### config.mk
export PLATFORM = sky130hd
export DESIGN_NAME = ring_osc_meas_ctrl
export DESIGN_NICKNAME = d
export VERILOG_FILES = /design/src/rtl/ring_osc_pkg.sv /design/src/rtl/osc_edge_sync.sv /design/src/rtl/ring_osc_meas_ctrl.sv
export SDC_FILE = /design/constraint.sdc
export NUM_CORES = 1
export LEC_CHECK = 0
export CAP_MARGIN = 40
export CORE_MARGIN = 8
export CORE_UTILIZATION = 48
export DETAILED_ROUTE_END_ITERATION = 16
export PLACE_DENSITY = 0.73
export REMOVE_ABC_BUFFERS = 1
export SKIP_LAST_GASP = 1
export SYNTH_ARGS = -nofsm -noshare
export SYNTH_HDL_FRONTEND = slang
export SYNTH_HIERARCHICAL = 1
export SYNTH_SLANG_ARGS = --single-unit
### constraint.sdc
create_clock -name clk -period 1.9 [get_ports clk]
set_clock_uncertainty 0.1 [all_clocks]
set_input_delay 0.475 -clock clk [delete_from_list [all_inputs] [get_ports clk]]
set_output_delay 0.475 -clock clk [all_outputs]
set_load 0.1 [all_outputs]
### src/rtl/ring_osc_pkg.sv
// Shared types and constants for the ring oscillator measurement controller.
package ring_osc_pkg;

  localparam int DEF_TAP_W = 3;
  localparam int DEF_CNT_W = 16;

  typedef enum logic [1:0] {
    IDLE,
    SETTLE,
    MEASURE,
    REPORT
  } state_t;

  // One phase counter serves both settle and window, so it must hold the longer of the two.
  function automatic int phase_cnt_width(input int window_cycles, input int settle_cycles);
    int longest;
    longest = (window_cycles > settle_cycles) ? window_cycles : settle_cycles;
    return (longest > 1) ? $clog2(longest) : 1;
  endfunction

endpackage

### src/rtl/osc_edge_sync.sv
// Brings the asynchronous ring output into the clk domain and flags its rising edges.
module osc_edge_sync (
  input  logic clk,
  input  logic rst_n,
  input  logic osc_in,
  output logic edge_pulse
);

  logic sync_1;
  logic sync_2;
  logic sync_prev;

  always_ff @(posedge clk) begin
    if (!rst_n) begin
      sync_1    <= 1'b0;
      sync_2    <= 1'b0;
      sync_prev <= 1'b0;
    end else begin
      sync_1    <= osc_in;
      sync_2    <= sync_1;
      sync_prev <= sync_2;
    end
  end

  assign edge_pulse = sync_2 & ~sync_prev;

endmodule

### src/rtl/ring_osc_meas_ctrl.sv
// Tap-select / settle / count-window sequencer for the tapped ring oscillator.
// Optional min/max tracking outputs are built when RING_OSC_CTRL_MINMAX_EN is defined.
//
// Result handshake: a result transfers on any clk edge where result_valid && result_ready;
// result_* stay stable while result_valid=1 and result_ready=0; result_ready is ignored otherwise.
module ring_osc_meas_ctrl
  import ring_osc_pkg::*;
#(
  parameter int TAP_W         = DEF_TAP_W,
  parameter int CNT_W         = DEF_CNT_W,
  parameter int WINDOW_CYCLES = 1024,
  parameter int SETTLE_CYCLES = 16
) (
  input  logic             clk,
  input  logic             rst_n,
  input  logic             start,
  input  logic             sweep,
  input  logic [TAP_W-1:0] tap_sel,
  input  logic             abort,
  input  logic             osc_in,
  output logic             osc_en,
  output logic [TAP_W-1:0] tap,
  output logic             busy,
  output logic             result_valid,
  input  logic             result_ready,
  output logic [TAP_W-1:0] result_tap,
  output logic [CNT_W-1:0] result_count,
  output logic             result_ovf,
`ifdef RING_OSC_CTRL_MINMAX_EN
  output logic [CNT_W-1:0] min_count,
  output logic [CNT_W-1:0] max_count,
  output logic [TAP_W-1:0] min_tap,
  output logic [TAP_W-1:0] max_tap,
`endif
  output state_t           state_dbg
);

  localparam int PW = phase_cnt_width(WINDOW_CYCLES, SETTLE_CYCLES);
  localparam logic [PW-1:0]    SETTLE_LAST = PW'(SETTLE_CYCLES - 1);
  localparam logic [PW-1:0]    WINDOW_LAST = PW'(WINDOW_CYCLES - 1);
  localparam logic [TAP_W-1:0] TAP_LAST    = '1;
  localparam logic [CNT_W-1:0] CNT_MAX     = '1;

  state_t           state;
  logic             edge_pulse;
  logic             sweep_mode;
  logic [PW-1:0]    phase_cnt;
  logic [CNT_W-1:0] edge_cnt;
  logic             cnt_ovf;
  logic [CNT_W-1:0] cnt_next;
  logic             ovf_next;

  osc_edge_sync u_edge_sync (
    .clk        (clk),
    .rst_n      (rst_n),
    .osc_in     (osc_in),
    .edge_pulse (edge_pulse)
  );

  // Saturating count: an edge arriving at full scale is lost and marks the window overflowed.
  always_comb begin
    cnt_next = edge_cnt;
    ovf_next = cnt_ovf;
    if (edge_pulse) begin
      if (edge_cnt == CNT_MAX) ovf_next = 1'b1;
      else                     cnt_next = edge_cnt + CNT_W'(1);
    end
  end

  always_ff @(posedge clk) begin
    if (!rst_n) begin
      state        <= IDLE;
      osc_en       <= 1'b0;
      tap          <= '0;
      sweep_mode   <= 1'b0;
      phase_cnt    <= '0;
      edge_cnt     <= '0;
      cnt_ovf      <= 1'b0;
      result_valid <= 1'b0;
      result_tap   <= '0;
      result_count <= '0;
      result_ovf   <= 1'b0;
    end else if (abort && state != IDLE) begin
      state        <= IDLE;
      osc_en       <= 1'b0;
      result_valid <= 1'b0;
    end else begin
      case (state)
        IDLE: begin
          if (start && !abort) begin
            sweep_mode <= sweep;
            tap        <= sweep ? '0 : tap_sel;
            osc_en     <= 1'b1;
            phase_cnt  <= '0;
            state      <= SETTLE;
          end
        end
        SETTLE: begin
          if (phase_cnt == SETTLE_LAST) begin
            phase_cnt <= '0;
            edge_cnt  <= '0;
            cnt_ovf   <= 1'b0;
            state     <= MEASURE;
          end else begin
            phase_cnt <= phase_cnt + PW'(1);
          end
        end
        MEASURE: begin
          edge_cnt <= cnt_next;
          cnt_ovf  <= ovf_next;
          if (phase_cnt == WINDOW_LAST) begin
            result_count <= cnt_next;
            result_ovf   <= ovf_next;
            result_tap   <= tap;
            result_valid <= 1'b1;
            state        <= REPORT;
          end else begin
            phase_cnt <= phase_cnt + PW'(1);
          end
        end
        REPORT: begin
          if (result_ready) begin
            result_valid <= 1'b0;
            if (sweep_mode && tap != TAP_LAST) begin
              tap       <= tap + TAP_W'(1);
              phase_cnt <= '0;
              state     <= SETTLE;
            end else begin
              osc_en <= 1'b0;
              state  <= IDLE;
            end
          end
        end
        default: state <= IDLE;
      endcase
    end
  end

  assign busy      = (state != IDLE);
  assign state_dbg = state;

`ifdef RING_OSC_CTRL_MINMAX_EN
  logic first_result;
  logic xfer;

  assign xfer = (state == REPORT) && result_ready && !abort;

  always_ff @(posedge clk) begin
    if (!rst_n) begin
      first_result <= 1'b0;
      min_count    <= '0;
      max_count    <= '0;
      min_tap      <= '0;
      max_tap      <= '0;
    end else if (state == IDLE && start && !abort) begin
      first_result <= 1'b1;
    end else if (xfer) begin
      first_result <= 1'b0;
      // Strict compares so that ties keep the earlier tap.
      if (first_result || result_count < min_count) begin
        min_count <= result_count;
        min_tap   <= result_tap;
      end
      if (first_result || result_count > max_count) begin
        max_count <= result_count;
        max_tap   <= result_tap;
      end
    end
  end
`endif

endmodule

==> impl_metrics.py <==
metrics = {
    "route": {
        "vias": 3838,
        "ant_nets": 0,
        "viasPerCell": 6.57,
        "drt_iter0_markers": 526,
        "drcViolationCount": 0,
        "routedWlPerCell_um": 23.4,
        "dr.pass1.iters": 7,
        "totalWireLength_um": 13700,
    },
    "floorplan": {
        "die_x_um": 96.4,
        "pin_count": 38,
        "core_area_sq_mm": 0.00631,
        "die_y_um": 96.4,
        "dieArea_sq_mm": 0.00930,
        "num_rows": 29,
        "start_util_pct": 49.2,
    },
    "synthesis": {
        "yosysUniqueCellTypes": 56,
        "ys_seq_area_share_pct": 37.4,
        "syn_area_per_cell_sq_um": 8.35,
        "synth_flop_cell": "dfxtp_1",
        "async_reset_ff_share_pct": 0,
        "synthCells": 372,
        "synth.cell_area_sq_mm": 0.00311,
        "synth_edf_count": 0,
        "yosys_warnings": 6,
        "ys_ff_latch": 58,
    },
    "timing": {
        "hold_violations": 0,
        "worst_slew_margin_rel_pct": 69.4,
        "min_period_ns": 2.21,
        "setup_violations": 48,
        "setup_ws_ns": -0.306,
        "slew_violations": 0,
        "worst_pin_slew_ns": 0.459,
        "rsz0062_at_grt": "yes",
        "finalCritPeriodShare_pct": 116,
        "fin_hold_ws_ns": 0.350,
        "fmax_ghz": 0.453,
    },
    "clocking": {
        "cts_buffers": 9,
        "path_clk_slew_ns": 0.07,
        "tritoncts": "done",
        "hold_buffers": 0,
        "htree_levels": 3,
        "clock_sinks": 58,
        "clk-insertion-delay-late_ns": 0.36,
        "cts_buffer_depth": 2,
        "root_buffer": "clkbuf_8",
    },
    "pwr": {
        "p_leak_nw": 2.02,
        "p_total_w": 0.00473,
        "ir_worst_vdd_uv": 1120,
        "p_per_area_mw_per_mm2": 868,
    },
    "worst_setup_path": {
        "start_kind": "flop",
        "critPathTopFamily": "buffers and inverters",
        "cp_num_buf_inv": 3,
        "required_ns": 2.04,
        "slowest_stage": "dfxtp_2",
        "crit_top_cell": "buf_6",
        "crit_type": "flop to flop",
        "arrival_ns": 2.34,
        "crit_chain": "ha_4 > nand4_1 > buf_4 > buf_6 > o31ai_4 > nand3_2 > buf_6 > mux2i_1 > nor2_1",
        "endpoint_kind": "flop",
        "max_stage_delay_ns": 0.36,
        "path_max_fanout": 5,
    },
    "global_route": {
        "first_global_vias": 3298,
        "grt_overflow": 0,
        "antenna_found_initial": 0,
        "grt_pass1_wl_um": 15900,
        "track_usage_pct": 21.8,
        "grt_max_degree": 19,
    },
    "finish": {
        "diodes": 0,
        "final_cell_mix": "buf_4, dfxtp_1, buf_12",
        "final_util_pct": 86.3,
        "drive_above_1_share_pct": 50.9,
        "final_area_sq_mm": 0.00545,
        "syn_to_final_growth_pct": 75.4,
        "mostFrequentLayoutCell": "buf_4",
        "final_nets": 520,
    },
    "hold_path": {
        "hp-class": "flop to flop",
    },
    "outcome": {
        "violations": "negative setup slack",
        "outcome": "complete, but fails checks",
    },
    "placed_design": {
        "dpl.hpwl_um": 6330,
        "pre_cts_ws_ns": -0.605,
        "placed_cell_area_sq_mm": 0.00433,
        "place_congestion": 0.888,
        "portBuffers": 37,
    },
    "flow_run": {
        "cap_violations": 0,
    },
}
[power by group]
part	total, W	leakage, nW	internal, W	switching, W
logic	0.00214	1.44	0.000929	0.00121
clock network	0.00125	0.105	0.000671	0.000583
registers	0.00134	0.473	0.00127	0.0000655
[cell type report]
type                    instances  area, sq um
inverters                      11         43.8
flip-flops and latches         58         1180
clock buffers                  11          151
well taps                      77         96.3
clock inverters                 5         52.6
multi-input cells             283         2360
fillers                       293          866
repair buffers                139         1570
[worst paths after layout]
kind | from | cells past startpoint | slack [ns] | end
worst max register to register | phase_cnt[0] | 9 | -0.31 | state_dbg[1]
worst min register to register | u_edge_sync/sync_1 | 1 | 0.35 | u_edge_sync/sync_2
worst min-delay path | u_edge_sync/sync_1 | 1 | 0.35 | u_edge_sync/sync_2
worst max-delay path | phase_cnt[0] | 9 | -0.31 | state_dbg[1]
[per-stage QoR]
stage | TNS, ns | std cells
3_3_place_gp | -16.19 | 537
2_1_floorplan | -44.12 | 351
4_1_cts | -1.66 | 565
6_report | -4.71 | 584
3_5_place_dp | -17.86 | 537
5_1_grt | -8.04 | 584
[cells in the mapped netlist (5+ instances only)]
master / instances / share of area, %
a21oi_1: 37 / 6.0
and2_1: 6 / 1.2
and3_1: 6 / 1.2
buf_2: 8 / 1.3
clkbuf_1: 12 / 1.5
dfxtp_1: 58 / 37
ha_1: 8 / 3.2
inv_1: 10 / 1.2
mux2i_1: 6 / 1.9
nand2_1: 41 / 5.0
nand3_1: 22 / 3.5
nand4_1: 10 / 2.0
nor2_1: 20 / 2.4
nor3_1: 8 / 1.3
o21ai_0: 22 / 3.5
o21ai_1: 5 / 0.81
o22ai_1: 5 / 1.0
or4_1: 7 / 1.7
xnor2_1: 7 / 2.0
[flip-flops by register name, indices dropped and copies added, names as in the netlist, 2 cells and up]
name / flops
phase_cnt: 10
state_dbg: 2
edge_cnt: 16
result_tap: 3
tap: 3
result_count: 16
[worst reg2reg max path: stages, from the launching register on]
cell	delay, ns
dfxtp_2	0.36
ha_4	0.16
nand4_1	0.13
buf_4	0.18
buf_6	0.12
o31ai_4	0.32
nand3_2	0.19
buf_6	0.17
mux2i_1	0.26
nor2_1	0.10
[kinds of logic after synthesis]
logic type	count (synthesis)	synth area share (%)
muxes	6	1.93
AOI/OAI and AO/OA	108	23.4
buffers and inverters	32	4.31
DFF	58	37.4
xor gates and xnor gates	11	3.10
adders and majority gates	8	3.22
and+or+nand+nor	149	26.6
[routing by layer]
layer / up-vias / GRT usage (%) / wire length [um]
met5: - / 0 / 0
met4: 0 / 10.5 / 687
met3: 96 / 3.94 / 1180
met2: 269 / 38.1 / 6570
met1: 1831 / 25.3 / 5240
li1: 1642 / - / -
[repair_timing]
action | in CTS | in global routing
buffers inserted | 9 | 18
endpoints found under the setup margin | 54 | 55
gates cloned | 3 | 2
resized for setup | 48 | 116
pin swaps | 19 | 45
(Power assumes the default switching activity.)
